File: config.mk
export PLATFORM = sky130hd
export DESIGN_NAME = pc_fetch_ctrl_flat
export DESIGN_NICKNAME = d
export VERILOG_FILES = /design/src/rtl/pc_pkg.sv /design/src/rtl/pc_fetch_ctrl_if.sv /design/src/rtl/pc_next_calc.sv /design/src/rtl/pc_fetch_ctrl.sv /design/src/flat_wrapper.sv
export SDC_FILE = /design/constraint.sdc
export NUM_CORES = 1
export LEC_CHECK = 0
export CAP_MARGIN = 20
export CELL_PAD_IN_SITES_DETAIL_PLACEMENT = 0
export CELL_PAD_IN_SITES_GLOBAL_PLACEMENT = 1
export CORE_MARGIN = 2
export CORE_UTILIZATION = 36
export CTS_BUF_LIST = sky130_fd_sc_hd__clkbuf_8
export CTS_CLUSTER_DIAMETER = 60
export CTS_CLUSTER_SIZE = 28
export DETAILED_ROUTE_END_ITERATION = 7
export PLACE_DENSITY = 0.8
export SYNTH_ARGS = -nofsm -noshare
export SYNTH_HDL_FRONTEND = slang
export SYNTH_SLANG_ARGS = --single-unit
File: constraint.sdc
create_clock -name Clk -period 2.5 [get_ports Clk]
set_input_delay 0.25 -clock Clk [delete_from_list [all_inputs] [get_ports Clk]]
set_output_delay 0.25 -clock Clk [all_outputs]
set_load 0.01 [all_outputs]
File: src/rtl/pc_pkg.sv
// Shared widths and FSM state type for the program-counter / fetch controller.
package pc_pkg;
    localparam int PC_W  = 10;
    localparam int PTR_W = 5;
    localparam int OFF_W = 8;
    localparam int CNT_W = 16;

    typedef enum logic [1:0] {IDLE, RUN, DONE} pc_state_t;
endpackage

File: src/rtl/pc_fetch_ctrl_if.sv
// Fetch-side bundle: decoder/harness controls, LUT address/data and PC status outputs.
interface pc_fetch_ctrl_if;
    import pc_pkg::*;

    logic             Start;
    logic             Stall;
    logic             Halt;
    logic             BrRel;
    logic             BrAbs;
    logic             Taken;
    logic [PTR_W-1:0] BrPtr;
    logic [PTR_W-1:0] LutPtr;
    logic [OFF_W-1:0] LutDout;
    logic [PC_W-1:0]  PC;
    logic             Running;
    logic             Done;
    logic [CNT_W-1:0] InstCnt;

    modport master (
        output Start, Stall, Halt, BrRel, BrAbs, Taken, BrPtr, LutDout,
        input  LutPtr, PC, Running, Done, InstCnt
    );

    modport slave (
        input  Start, Stall, Halt, BrRel, BrAbs, Taken, BrPtr, LutDout,
        output LutPtr, PC, Running, Done, InstCnt
    );
endinterface

File: src/rtl/pc_next_calc.sv
// Combinational next-PC: absolute target, signed relative offset, or sequential increment.
module pc_next_calc
    import pc_pkg::*;
(
    input  logic [PC_W-1:0]  pc,
    input  logic [OFF_W-1:0] lut_dout,
    input  logic             br_abs,
    input  logic             br_rel,
    input  logic             taken,
    output logic [PC_W-1:0]  pc_next
);
    logic [PC_W-1:0] abs_target;
    logic [PC_W-1:0] rel_offset;

    // Size casts give zero-extension (unsigned) and sign-extension (signed),
    // truncating if PC_W is narrower; the sum then wraps mod 2^PC_W.
    assign abs_target = PC_W'(lut_dout);
    assign rel_offset = PC_W'($signed(lut_dout));

    always_comb begin
        pc_next = pc + PC_W'(1);
        if (taken && br_abs) begin
            pc_next = abs_target;
        end else if (taken && br_rel) begin
            pc_next = pc + rel_offset;
        end
    end
endmodule

File: src/rtl/pc_fetch_ctrl.sv
// Fetch controller FSM: sequences PC through IDLE/RUN/DONE and counts retired instructions.
module pc_fetch_ctrl
    import pc_pkg::*;
(
    input  logic             Clk,
    input  logic             Reset,
    pc_fetch_ctrl_if.slave   bus
);
    pc_state_t        state_q, state_d;
    logic [PC_W-1:0]  pc_q, pc_d;
    logic [CNT_W-1:0] cnt_q, cnt_d;
    logic             running_q, running_d;
    logic             done_q, done_d;
    logic [PC_W-1:0]  pc_nxt;
    logic [CNT_W-1:0] cnt_inc;

    pc_next_calc u_next (
        .pc       (pc_q),
        .lut_dout (bus.LutDout),
        .br_abs   (bus.BrAbs),
        .br_rel   (bus.BrRel),
        .taken    (bus.Taken),
        .pc_next  (pc_nxt)
    );

    assign cnt_inc = (cnt_q == '1) ? cnt_q : cnt_q + CNT_W'(1);

    always_comb begin
        state_d = state_q;
        pc_d    = pc_q;
        cnt_d   = cnt_q;
        case (state_q)
            IDLE, DONE: begin
                if (bus.Start) begin
                    state_d = RUN;
                    pc_d    = '0;
                    cnt_d   = '0;
                end
            end
            RUN: begin
                // Stall freezes everything; otherwise each cycle retires one instruction.
                if (!bus.Stall) begin
                    cnt_d = cnt_inc;
                    if (bus.Halt) begin
                        state_d = DONE;
                    end else begin
                        pc_d = pc_nxt;
                    end
                end
            end
            default: begin
                state_d = IDLE;
                pc_d    = '0;
                cnt_d   = '0;
            end
        endcase
        running_d = (state_d == RUN);
        done_d    = (state_d == DONE);
    end

    always_ff @(posedge Clk) begin
        if (Reset) begin
            state_q   <= IDLE;
            pc_q      <= '0;
            cnt_q     <= '0;
            running_q <= 1'b0;
            done_q    <= 1'b0;
        end else begin
            state_q   <= state_d;
            pc_q      <= pc_d;
            cnt_q     <= cnt_d;
            running_q <= running_d;
            done_q    <= done_d;
        end
    end

    assign bus.LutPtr  = (state_q == RUN) ? bus.BrPtr : '0;
    assign bus.PC      = pc_q;
    assign bus.Running = running_q;
    assign bus.Done    = done_q;
    assign bus.InstCnt = cnt_q;
endmodule

File: src/flat_wrapper.sv
// flat-port wrapper written by rule: the top's interface ports become plain ports
module pc_fetch_ctrl_flat import pc_pkg::*;
  (Clk, Reset, bus_Start, bus_Stall, bus_Halt, bus_BrRel, bus_BrAbs, bus_Taken, bus_BrPtr, bus_LutDout, bus_LutPtr, bus_PC, bus_Running, bus_Done, bus_InstCnt);
  pc_fetch_ctrl_if bus_i ();
  input  logic Clk;
  input  logic Reset;
  input wire logic [$bits(bus_i.Start)-1:0] bus_Start;
  input wire logic [$bits(bus_i.Stall)-1:0] bus_Stall;
  input wire logic [$bits(bus_i.Halt)-1:0] bus_Halt;
  input wire logic [$bits(bus_i.BrRel)-1:0] bus_BrRel;
  input wire logic [$bits(bus_i.BrAbs)-1:0] bus_BrAbs;
  input wire logic [$bits(bus_i.Taken)-1:0] bus_Taken;
  input wire logic [$bits(bus_i.BrPtr)-1:0] bus_BrPtr;
  input wire logic [$bits(bus_i.LutDout)-1:0] bus_LutDout;
  output wire logic [$bits(bus_i.LutPtr)-1:0] bus_LutPtr;
  output wire logic [$bits(bus_i.PC)-1:0] bus_PC;
  output wire logic [$bits(bus_i.Running)-1:0] bus_Running;
  output wire logic [$bits(bus_i.Done)-1:0] bus_Done;
  output wire logic [$bits(bus_i.InstCnt)-1:0] bus_InstCnt;
  assign bus_i.Start = bus_Start;
  assign bus_i.Stall = bus_Stall;
  assign bus_i.Halt = bus_Halt;
  assign bus_i.BrRel = bus_BrRel;
  assign bus_i.BrAbs = bus_BrAbs;
  assign bus_i.Taken = bus_Taken;
  assign bus_i.BrPtr = bus_BrPtr;
  assign bus_i.LutDout = bus_LutDout;
  assign bus_LutPtr = bus_i.LutPtr;
  assign bus_PC = bus_i.PC;
  assign bus_Running = bus_i.Running;
  assign bus_Done = bus_i.Done;
  assign bus_InstCnt = bus_i.InstCnt;
  pc_fetch_ctrl u_core (.Clk(Clk), .Reset(Reset), .bus(bus_i));
endmodule
Word level (Yosys, flattened, before mapping)

Cells that the tools add are included.

Bits in latches: 0
Memories: 0
ROM bits: 0
RAM bits: 0
Register bits after elaboration: 30
Output and inout bits: 33

Shifts and indexed selects: 0
Add/sub/neg operators: 3
Magnitude comparators: 0
Divide/modulo/power cells: 0
Mux-type cells: 15
Bitwise logic cells: 0
Eq/ne operators: 9
Reductions and logical operators: 6
Multiply operators: 0

Operators by type and width:

| kind                                                            | number |
|---|---|
| 10-bit two-way mux                                              | 5 |
| 16-bit two-way mux                                              | 3 |
| 16-bit one-hot mux with 2 select lines                          | 1 |
| 10-bit one-hot mux with 2 select lines                          | 1 |
| 16-bit by 1-bit adder with 16-bit output, second input constant | 1 |
| 16-bit == test, second input constant                           | 1 |
| 10-bit by 1-bit adder with 10-bit output, second input constant | 1 |
| 10-bit adder                                                    | 1 |
| 2-bit inequality test, second input constant                    | 4 |
| 2-bit two-way mux                                               | 3 |
| 3-bit AND reduction                                             | 2 |
| 5-bit two-way mux                                               | 1 |
| 2-bit by 1-bit == test with 1-bit output, second input constant | 2 |
| 2-bit == test, second input constant                            | 2 |
| 2-bit one-hot mux with 2 select lines                           | 1 |
| 1-bit logical AND                                               | 2 |
| 2-bit zero test                                                 | 1 |
| 2-bit OR reduction                                              | 1 |

Depth between registers and ports, before layout

Gate-level depths: netlist of run 1.

Depth after elaboration: 6
Depth in mapped cells: 9

Hierarchy

Synthesis of run 1 repeated with hierarchy kept, for this count alone.

Cells, all modules: 284
Area total of the unflattened synthesis: 2197.1 um^2

Modules (own cells, without submodules):

| module        | area each (um^2) | times used | sequential area each (um^2) | cells an instance |
|---|---|---|---|---|
| pc_fetch_ctrl | 1612.8           | 1          | 600.6                       | 198 |
| pc_next_calc  | 584.3            | 1          | 0.0                         | 86 |

Worst setup path before layout of run 1

OpenSTA, ideal clock, no wires.

Path type: input -> register
Start point: input port bus_LutDout[0]
End point: register u_core.pc_q[8], in the netlist u_core.bus.PC[8]
Setup time: 0.122 ns
Data arrival time: 1.951 ns
Setup slack: 0.427 ns
Cell stages on the path: 9
Path through: nand3b_1 -> ha_1 -> fa_1 -> a21oi_1 -> nor2b_1 -> o31a_1 -> o41ai_1 -> xor2_1 -> o21ai_0

Word-level cells in the longest chain between the ends: 6

Ends and longest elaborated chain:

| item                                   | line                | RTL |
|---|---|---|
| start, declared                        | flat_wrapper.sv:14  | `input wire logic [$bits(bus_i.LutDout)-1:0] bus_LutDout;` |
| 10-bit adder                           | pc_next_calc.sv:25  | `pc_next = pc + rel_offset;` |
| 10-bit two-way mux                     | pc_next_calc.sv:24  | `end else if (taken && br_rel) begin` |
| 10-bit two-way mux                     | pc_next_calc.sv:22  | `if (taken && br_abs) begin` |
| 10-bit two-way mux                     | pc_fetch_ctrl.sv:44 | `if (bus.Halt) begin` |
| 10-bit two-way mux                     | pc_fetch_ctrl.sv:42 | `if (!bus.Stall) begin` |
| 10-bit one-hot mux with 2 select lines | pc_fetch_ctrl.sv:32 | `case (state_q)` |
| end signal, assigned                   | pc_fetch_ctrl.sv:70 | `pc_q <= pc_d;` |
| end, declared                          | pc_fetch_ctrl.sv:10 | `logic [PC_W-1:0] pc_q, pc_d;` |

Every way passes these cells. The select of a mux whose other input is x is not followed.
A chain may end at the register's enable or synchronous reset.

Worst setup path in the final report of run 1

Same ends and word-level chain as after synthesis.

==> results of run 1 <==
power by group through the flow:
| stage | clock network (uW) | registers (uW) | logic [uW] |
|---|---|---|---|
| finish | 425 | 498 | 187 |
| global route | 455 | 500 | 205 |
| CTS | 435 | 498 | 188 |
| detailed placement | 0 | 509 | 187 |
| global placement | 0 | 509 | 187 |
| floorplan | 0 | 511 | 93.3 |
state kept, by name (all words and copies together) (netlist names):
signal and cells:
u_core.state_q 2, u_core.bus.Running 1, u_core.bus.InstCnt 16, u_core.bus.PC 10, u_core.bus.Done 1
path summary, 6_finish.rpt:
| kind | slack [ns] | end | cells after the start | startpoint |
|---|---|---|---|---|
| worst max register to register | 0.37 | u_core.bus.PC[8] | 8 | u_core.bus.PC[0] |
| worst min register to register | 0.52 | u_core.bus.PC[8] | 2 | u_core.bus.PC[8] |
| worst min-delay path | 0.52 | u_core.bus.PC[8] | 2 | u_core.bus.PC[8] |
| worst max-delay path | 0.15 | u_core.bus.PC[8] | 10 | bus_LutDout[0] |
critical path, cell delays in order:
cell	delay, ns
clkdlybuf4s50_1	0.43
nand3b_1	0.17
ha_1	0.21
fa_1	0.39
a21oi_1	0.17
nor2b_1	0.07
o31a_1	0.25
o41ai_1	0.30
xor2_1	0.17
o21ai_0	0.09
synthesized netlist by cell type:
cell type / count
and4_1: 1
fa_1: 1
dfxtp_1: 30
nor2_1: 36
nand2_1: 14
and2_1: 7
xor2_1: 13
nand2b_1: 3
o41ai_1: 1
inv_1: 1
buf_2: 1
a21o_1: 1
nand4_1: 6
buf_4: 1
a32oi_1: 1
a21oi_1: 14
nor4_2: 1
a2111oi_4: 1
and3_1: 11
and2b_1: 1
o31a_1: 1
ha_1: 10
nand3b_1: 2
nor3_4: 1
and4_4: 1
o21ai_0: 6
o21a_1: 1
clkbuf_1: 4
a31oi_4: 1
a211o_1: 1
nor3b_1: 2
nand3_1: 13
nor2b_1: 4
o221ai_2: 1
nor3_1: 7
o22ai_1: 4
mux2i_1: 4
xnor2_1: 8
a21boi_0: 1
a211oi_1: 2
a22o_1: 3
final cells by class:
class	instances	area, um^2	share of cell area, %
multi-input combinational	185	1220	46.8
sequential	30	601	22.9
clock buffer	6	82.6	3.15
timing repair buffer	63	606	23.1
inverter	1	3.75	0.143
tap	70	87.6	3.35
clock inverter	2	12.5	0.478
layer usage:
layer | vias to the layer above | wire length (um)
li1 | 918 | -
met1 | 823 | 2250
met2 | 36 | 2110
met3 | 7 | 230
met4 | 0 | 47
met5 | - | 0
cell families (layout without fill, tap and decap cells):
logic type / count (synthesis) / count (layout)
mux: 4 / 4
buf+inv: 7 / 72
flops: 30 / 30
fa+ha+maj: 11 / 11
xor+xnor: 21 / 21
simple gates: 110 / 110
compound gates: 39 / 39
stage by stage:
step | area (um^2) | hold slack, ns | std cells | power, uW | utilization (%)
floorplan | 1860 | 0.438 | 222 | 604 | -
global placement | 2520 | 0.504 | 349 | 696 | 50.0
detailed placement | 2520 | 0.507 | 349 | 696 | 50.0
CTS | 2620 | 0.517 | 357 | 1120 | 51.9
global route | 2620 | 0.543 | 357 | 1160 | 51.9
finish | 2620 | 0.517 | 357 | 1110 | 51.9
==> results.py, run 1 <==
metrics = {
    "cts": {
        "cts_root_buffer": "clkbuf_8",
        "clk_path_buf_depth": 2,
        "numCtsBuffers": 5,
        "cts_sinks": 30,
        "cts_tree": "done",
        "clkLatencyLatePin_ns": 0.29,
        "postCtsHoldBufs": 0,
        "htreeDepth": 2,
        "cts_setup_buffers": 0,
        "cts_resized": 0,
        "clk_pin_slew_worst_paths_ns": 0.07,
    },
    "routing": {
        "avgRoutedWirePerCell_um": 13.0,
        "vias": 1784,
        "drt_first_pass_iters": 4,
        "routed_via_density": 5.00,
        "drt-initial-drc-count": 106,
        "drc": 0,
        "antenna_left": 0,
        "drt_wl_total_um": 4640,
    },
    "yosys": {
        "synth_top_area_share_pct": 32.3,
        "synth_area_leaders": "dfxtp_1 (32%), nor2_1 (7.3%), ha_1 (6.7%), xor2_1 (6.1%), a21oi_1 (3.8%)",
        "synth.area.mux_share_pct": 2.16,
        "yosys_warnings": 0,
        "synth_cell_types": 41,
        "mappedNetlistArea_mm2": 0.00186,
        "synth_area_leader_cell": "dfxtp_1",
        "synth_area_per_cell_um2": 8.36,
        "synth_xor_area_share_pct": 9.91,
        "synth-compound-area-share_pct": 15.5,
        "synth_top_family_by_area": "simple AND/OR/NAND/NOR gates",
        "synthCells": 222,
        "synth_fp_nets": 254,
        "synth-seq-cells": 30,
        "ys_seq_area_share_pct": 32.3,
        "yosys.area_share.adder_pct": 7.82,
        "yosys.area_share.simple_pct": 30.6,
    },
    "pwr": {
        "p_comb_share_pct": 16.8,
        "swShare_pct": 27.5,
        "peakVddDrop_uv": 335,
        "leakage_uw": 0.00101,
        "seqPwrFrac_pct": 44.9,
        "pwr-share-clk_pct": 38.3,
        "switching_power_uw": 305,
        "internal_power_uw": 805,
        "cellPowerDensity_mw_per_mm2": 424,
    },
    "run": {
        "cap_violations": 0,
    },
    "worst_setup_path": {
        "critPathKind": "primary input to flop",
        "startpoint_type": "primary input",
        "critPathCaptureType": "flop",
        "crit_fanout": 2,
        "required_ns": 2.68,
        "critPathArrivalTime_ns": 2.53,
    },
    "placement": {
        "place_ws_ns": -0.131,
        "gp_congestion": 0.780,
        "dpl.hpwl_um": 3550,
        "portBuffers": 53,
    },
    "floorplan": {
        "die_h_um": 75.8,
        "io_pins": 54,
        "dieArea_mm2": 0.00575,
        "rows": 26,
        "core_mm2": 0.00504,
        "start_util_pct": 36.8,
        "fp.dieW_um": 75.8,
    },
    "grt": {
        "grt_util_met3_pct": 4.10,
        "grtUsageMet2_pct": 27.2,
        "grt_first_pass_wirelength_um": 7400,
        "grt_max_degree": 17,
        "grtUsageTotal_pct": 16.9,
        "grt_pass1_vias": 1609,
        "grt_use_met1_pct": 22.7,
        "grt_busiest_layer": "met2",
        "antenna_found_initial": 0,
        "gr-total-overflow": 0,
    },
    "sta": {
        "finalCriticalPeriod_ns": 2.35,
        "timing.fmax_mhz": 426,
        "worstMarginPinSlew_ns": 0.515,
        "setup_viol": 0,
        "finalMaxSlewViolations": 0,
        "rsz0062_at_grt": "false",
        "timing.final.ws_setup_ns": 0.153,
        "slew_headroom_pct": 65.7,
        "fin_setup_tns_ns": 0,
        "finalCritPeriodShare_pct": 93.9,
        "skew_ns": 0.00644,
        "finalHoldViolCount": 0,
    },
    "worst_hold_path": {
        "hold_class": "flop to flop",
    },
    "run_status": {
        "status": "complete, no violations",
    },
    "layout": {
        "final.fill_count": 518,
        "final_common_cell": "clkdlybuf4s50_1",
        "drive_gt1_share_pct": 8.36,
        "antennaDiodeCount": 0,
        "layout_common_cells": "clkdlybuf4s50_1 (53), nor2_1 (36), dfxtp_1 (30), nand2_1 (14), a21oi_1 (14)",
        "nNetsFinal": 318,
        "area_delta_synth_final_pct": 41.0,
    },
}
No activity file was read; power rests on OpenSTA's default activity.
==> inputs of run 2 (changes only) <==
MAX_ROUTING_LAYER = met4   (was not set)
==> run 2 against run 1 <==
Clock skew is essentially flat. Sequential power hardly changed. Combinational power hardly changed. Via count about the same. Power hardly changed. Clock power about the same. Non-clock buffer count unchanged. Register-to-register slack barely moved. Die area stayed put. Critical endpoint unchanged.
==> results.py, run 2 (synthesized netlist as in run 1, its figures left out) <==
metrics = {
    "routing": {
        "drt_wl_total_um": 4650,
        "antenna_left": 0,
        "drt_first_pass_iters": 4,
        "drt-initial-drc-count": 97,
        "avgRoutedWirePerCell_um": 13.0,
        "routed_via_density": 4.99,
        "vias": 1783,
        "drc": 0,
    },
    "layout": {
        "layout_common_cells": "clkdlybuf4s50_1 (53), nor2_1 (36), dfxtp_1 (30), nand2_1 (14), a21oi_1 (14)",
        "drive_gt1_share_pct": 8.36,
        "final_common_cell": "clkdlybuf4s50_1",
        "area_delta_synth_final_pct": 41.0,
        "antennaDiodeCount": 0,
        "stdcell_count": 357,
        "final.fill_count": 518,
        "largest_register_ffs": 16,
        "nNetsFinal": 318,
    },
    "placement": {
        "portBuffers": 53,
        "gp_congestion": 0.790,
        "place_ws_ns": -0.131,
        "dpl.hpwl_um": 3550,
        "place_inst": 349,
    },
    "worst_setup_path": {
        "crit_fanout": 2,
        "startpoint_type": "primary input",
        "reg2reg_slack_ns": 0.37,
        "max_stage_delay_ns": 0.43,
        "path_cells": "clkdlybuf4s50_1 -> nand3b_1 -> ha_1 -> fa_1 -> a21oi_1 -> nor2b_1 -> o31a_1 -> o41ai_1 -> xor2_1 -> o21ai_0",
        "cpMaxStageDelayCell": "clkdlybuf4s50_1",
        "required_ns": 2.68,
        "crit_family": "compound AO/OA/AOI/OAI gates",
        "critPathArrivalTime_ns": 2.53,
        "critPathKind": "primary input to flop",
        "worstPathBufferInverterCount": 1,
        "critPathCaptureType": "flop",
    },
    "run": {
        "cap_violations": 0,
    },
    "pwr": {
        "swShare_pct": 27.4,
        "leakage_uw": 0.00101,
        "switching_power_uw": 304,
        "peakVddDrop_uv": 334,
        "cellPowerDensity_mw_per_mm2": 424,
        "p_comb_share_pct": 16.9,
        "pwr-share-clk_pct": 38.2,
        "internal_power_uw": 805,
        "seqPwrFrac_pct": 44.9,
    },
    "worst_hold_path": {
        "hold_class": "flop to flop",
    },
    "floorplan": {
        "io_pins": 54,
        "fp.dieW_um": 75.8,
        "dieArea_mm2": 0.00575,
        "core_mm2": 0.00504,
        "start_util_pct": 36.8,
        "rows": 26,
        "die_h_um": 75.8,
    },
    "cts": {
        "postCtsHoldBufs": 0,
        "cts_tree": "done",
        "clk_pin_slew_worst_paths_ns": 0.07,
        "cts_root_buffer": "clkbuf_8",
        "htreeDepth": 2,
        "cts_sinks": 30,
        "cts_setup_buffers": 0,
        "numCtsBuffers": 5,
        "clk_path_buf_depth": 2,
        "clkLatencyLatePin_ns": 0.29,
        "cts_resized": 0,
    },
    "sta": {
        "rsz0062_at_grt": "false",
        "timing.fmax_mhz": 426,
        "worstMarginPinSlew_ns": 0.513,
        "timing.final.ws_setup_ns": 0.153,
        "finalCritPeriodShare_pct": 93.9,
        "slew_headroom_pct": 65.8,
        "finalCriticalPeriod_ns": 2.35,
        "setup_viol": 0,
        "finalHoldViolCount": 0,
        "finalMaxSlewViolations": 0,
        "skew_ns": 0.00660,
    },
    "run_status": {
        "status": "complete, no violations",
    },
    "grt": {
        "grt_first_pass_wirelength_um": 7420,
        "grt_pass1_vias": 1604,
        "antenna_found_initial": 0,
        "grt_max_degree": 17,
        "gr-total-overflow": 0,
        "grtUsageTotal_pct": 17.5,
    },
}
-- run 2: cell counts in the layout (fill, tap and decap cells not counted) --
No cell type changed its count.
-- run 2: worst paths after layout --
kind                          from                to  depth (start not counted)
hold / removal    u_core.bus.PC[8]  u_core.bus.PC[8]                          2
setup / recovery    bus_LutDout[0]  u_core.bus.PC[8]                         10
hold reg to reg   u_core.bus.PC[8]  u_core.bus.PC[8]                          2
setup reg to reg  u_core.bus.PC[0]  u_core.bus.PC[8]                          8
-- run 2: area by class of cell --
| class | instances | area [um^2] | area share, % |
|---|---|---|---|
| multi-input combinational | 185 | 1220 | 46.8 |
| timing repair buffer | 63 | 606 | 23.1 |
| sequential | 30 | 601 | 22.9 |
| tap | 70 | 87.6 | 3.35 |
| clock buffer | 6 | 82.6 | 3.15 |
| clock inverter | 2 | 12.5 | 0.478 |
| inverter | 1 | 3.75 | 0.143 |
-- run 2: stage by stage --
step / util (%) / TNS, ns / hold slack, ns / instance area, um^2 / power, uW
6_report: 51.9 / 0 / 0.517 / 2620 / 1110
3_3_place_gp: 50.0 / -0.118 / 0.504 / 2520 / 696
3_5_place_dp: 50.0 / -0.131 / 0.507 / 2520 / 696
4_1_cts: 51.9 / 0 / 0.517 / 2620 / 1120
2_1_floorplan: - / 0 / 0.438 / 1860 / 604
5_1_grt: 51.9 / 0 / 0.543 / 2620 / 1160
-- run 2: power by group through the flow --
stage	combinational (uW)	sequential, uW	clock [uW]
after global routing	205	500	459
final	187	498	424
after floorplan	93.3	511	0
after global placement	187	509	0
after CTS	188	498	435
after detailed placement	187	509	0
-- run 2: tightest hold or removal path, cell delays in order, from the launching register on --
cell and delay (ns):
dfxtp_1 0.34, nand2_1 0.06, o21ai_0 0.06
-- run 2: metal layers --
metal	part of all wire (%)	track usage [%]	vias to the layer above
li1	-	-	919
met1	49	22.7	824
met2	46	27.2	35
met3	4.6	5.29	5
met4	0.60	2.92	0
met5	0	-	-
==> inputs of run 3 (changes only) <==
CAP_MARGIN = not set   (was 20)
PLACE_DENSITY = 0.85   (was 0.8)
==> run 3 against run 2 <==
Clock power rose by 10%. Sequential power barely moved. Count of clock-buffer cells in the layout is 2 higher. Highest routed layer unchanged.
==> results.py, run 3 (synthesized netlist as in run 1, its figures left out) <==
metrics = {
    "grt": {
        "grt_max_degree": 17,
        "gr-total-overflow": 0,
        "grtUsageTotal_pct": 17.7,
        "grt_first_pass_wirelength_um": 7650,
        "grt_pass1_vias": 1672,
        "antenna_found_initial": 0,
    },
    "cts": {
        "clkLatencyLatePin_ns": 0.28,
        "clk_pin_slew_worst_paths_ns": 0.07,
        "cts_root_buffer": "clkbuf_8",
        "cts_tree": "done",
        "cts_sinks": 30,
        "clk_path_buf_depth": 2,
        "numCtsBuffers": 5,
        "htreeDepth": 2,
        "cts_setup_buffers": 0,
    },
    "sta": {
        "fin_setup_tns_ns": 0,
        "skew_ns": 0.00424,
        "worstMarginPinSlew_ns": 0.540,
        "finalMaxSlewViolations": 0,
        "finalCritPeriodShare_pct": 94.1,
        "rsz0062_at_grt": "false",
        "finalCriticalPeriod_ns": 2.35,
        "timing.fmax_mhz": 425,
        "slew_headroom_pct": 63.7,
        "setup_viol": 0,
        "finalHoldViolCount": 0,
        "hold_ws_ns": 0.532,
    },
    "pwr": {
        "p_comb_share_pct": 16.3,
        "peakVddDrop_uv": 245,
        "leakage_uw": 0.00102,
        "switching_power_uw": 291,
        "pwr-share-clk_pct": 40.5,
        "internal_power_uw": 863,
        "swShare_pct": 25.2,
        "seqPwrFrac_pct": 43.2,
        "cellPowerDensity_mw_per_mm2": 439,
    },
    "routing": {
        "avgRoutedWirePerCell_um": 13.2,
        "drt-initial-drc-count": 53,
        "drt_wl_total_um": 4680,
        "antenna_left": 0,
        "routed_via_density": 5.06,
        "vias": 1796,
        "drc": 0,
        "drt_first_pass_iters": 4,
    },
    "placement": {
        "gp_congestion": 0.863,
        "dpl.hpwl_um": 3520,
        "portBuffers": 53,
        "place_inst": 347,
        "dpl-instance-area_mm2": 0.00251,
    },
    "layout": {
        "nNetsFinal": 316,
        "final.fill_count": 503,
        "antennaDiodeCount": 0,
        "stdcell_count": 355,
        "multi_input_area_mm2": 0.00123,
        "layout_common_cells": "clkdlybuf4s50_1 (53), nor2_1 (36), dfxtp_1 (30), nand2_1 (14), a21oi_1 (14)",
        "final_area_mm2": 0.00263,
        "largest_register_ffs": 16,
        "area_delta_synth_final_pct": 41.4,
        "utilization_pct": 52.1,
        "drive_gt1_share_pct": 8.07,
        "seqCellArea_um2": 601,
        "final_common_cell": "clkdlybuf4s50_1",
    },
    "run_status": {
        "status": "complete, no violations",
    },
    "worst_setup_path": {
        "startpoint_type": "primary input",
        "required_ns": 2.67,
        "r2r_cells": 8,
        "worstPathBufferInverterCount": 1,
        "path_cells": "clkdlybuf4s50_1 -> nand3b_1 -> ha_1 -> fa_1 -> a21oi_1 -> nor2b_1 -> o31a_1 -> o41ai_2 -> xor2_1 -> o21ai_0",
        "crit_cells": 10,
        "critPathCaptureType": "flop",
        "rr_startpoint": "u_core.bus.PC[0]",
        "cpMaxStageDelayCell": "clkdlybuf4s50_1",
        "critPathArrivalTime_ns": 2.52,
        "critPathKind": "primary input to flop",
        "max_stage_delay_ns": 0.51,
        "r2r-end": "u_core.bus.PC[8]",
        "crit_family": "compound AO/OA/AOI/OAI gates",
        "reg2reg_slack_ns": 0.37,
        "crit_fanout": 3,
    },
    "floorplan": {
        "core_mm2": 0.00504,
        "rows": 26,
        "start_util_pct": 36.8,
        "io_pins": 54,
        "fp.dieW_um": 75.8,
        "die_h_um": 75.8,
        "dieArea_mm2": 0.00575,
    },
    "run": {
        "cap_violations": 0,
    },
    "worst_hold_path": {
        "min_from": "u_core.bus.PC[4]",
        "hold_depth": 1,
        "hold_class": "flop to flop",
        "hold_end": "u_core.bus.PC[4]",
    },
}
==> run 3: cell count changes in the layout (fill, tap and decap cells not counted), sizes merged <==
cell      previous run  this run
clkbuf               6         8
buf                 10         8
clkinv               1         0
clkinvlp             1         0
==> run 3: cell type report <==
| class | count | share of cell area (%) |
|---|---|---|
| well taps | 70 | 3.34 |
| clock buffers | 8 | 4.19 |
| repair buffers | 61 | 22.5 |
| multi-input cells | 185 | 46.9 |
| flip-flops and latches | 30 | 22.9 |
| inverters | 1 | 0.143 |
==> run 3: worst max-delay path by stage <==
stage                    from          endpoint  slack (ns)
4_1_cts             bus_Taken  u_core.bus.PC[8]        0.11
3_3_place_gp        bus_Taken  u_core.bus.PC[8]       -0.11
3_5_place_dp        bus_Taken  u_core.bus.PC[8]       -0.18
5_1_grt             bus_BrRel  u_core.bus.PC[8]        0.04
6_report            bus_Taken  u_core.bus.PC[8]        0.15
2_1_floorplan  bus_LutDout[0]  u_core.bus.PC[8]        0.43
==> run 3: worst register-to-register path: cells and delay by family, from the launching register on <==
| kind | cells | cell delay, ns |
|---|---|---|
| xor gates and xnor gates | 1 | 0.16 |
| DFF | 1 | 0.33 |
| and+or+nand+nor | 1 | 0.08 |
| AOI/OAI and AO/OA | 4 | 0.80 |
| adders and majority gates | 2 | 0.64 |
==> run 3: per-layer routing <==
layer / routed length [um] / global-route usage, % / vias to the layer above / share of wire, %
met5: 0 / - / - / 0
met4: 34 / 3.51 / 0 / 0.73
met3: 278 / 4.50 / 4 / 5.9
met2: 2140 / 27.6 / 45 / 46
met1: 2220 / 23.2 / 829 / 48
li1: - / - / 918 / -
==> run 3: power groups by stage <==
stage | combinational [uW] | clock [uW] | sequential [uW]
3_3_place_gp | 186 | 0 | 509
5_1_grt | 209 | 502 | 499
4_1_cts | 189 | 478 | 498
2_1_floorplan | 93.3 | 0 | 511
6_report | 188 | 467 | 498
3_5_place_dp | 188 | 0 | 509
==> run 3: what timing repair did <==
| item | in CTS | in global routing |
|---|---|---|
| hold buffers | 0 | 0 |
| setup endpoints to repair | 0 | 1 |
| gates resized for setup | 0 | 1 |
==> run 3: through the flow <==
stage | worst slack (ns) | total power (uW)
2_1_floorplan | 0.427 | 604
3_3_place_gp | -0.106 | 695
3_5_place_dp | -0.182 | 697
4_1_cts | 0.110 | 1170
5_1_grt | 0.0423 | 1210
6_report | 0.149 | 1150
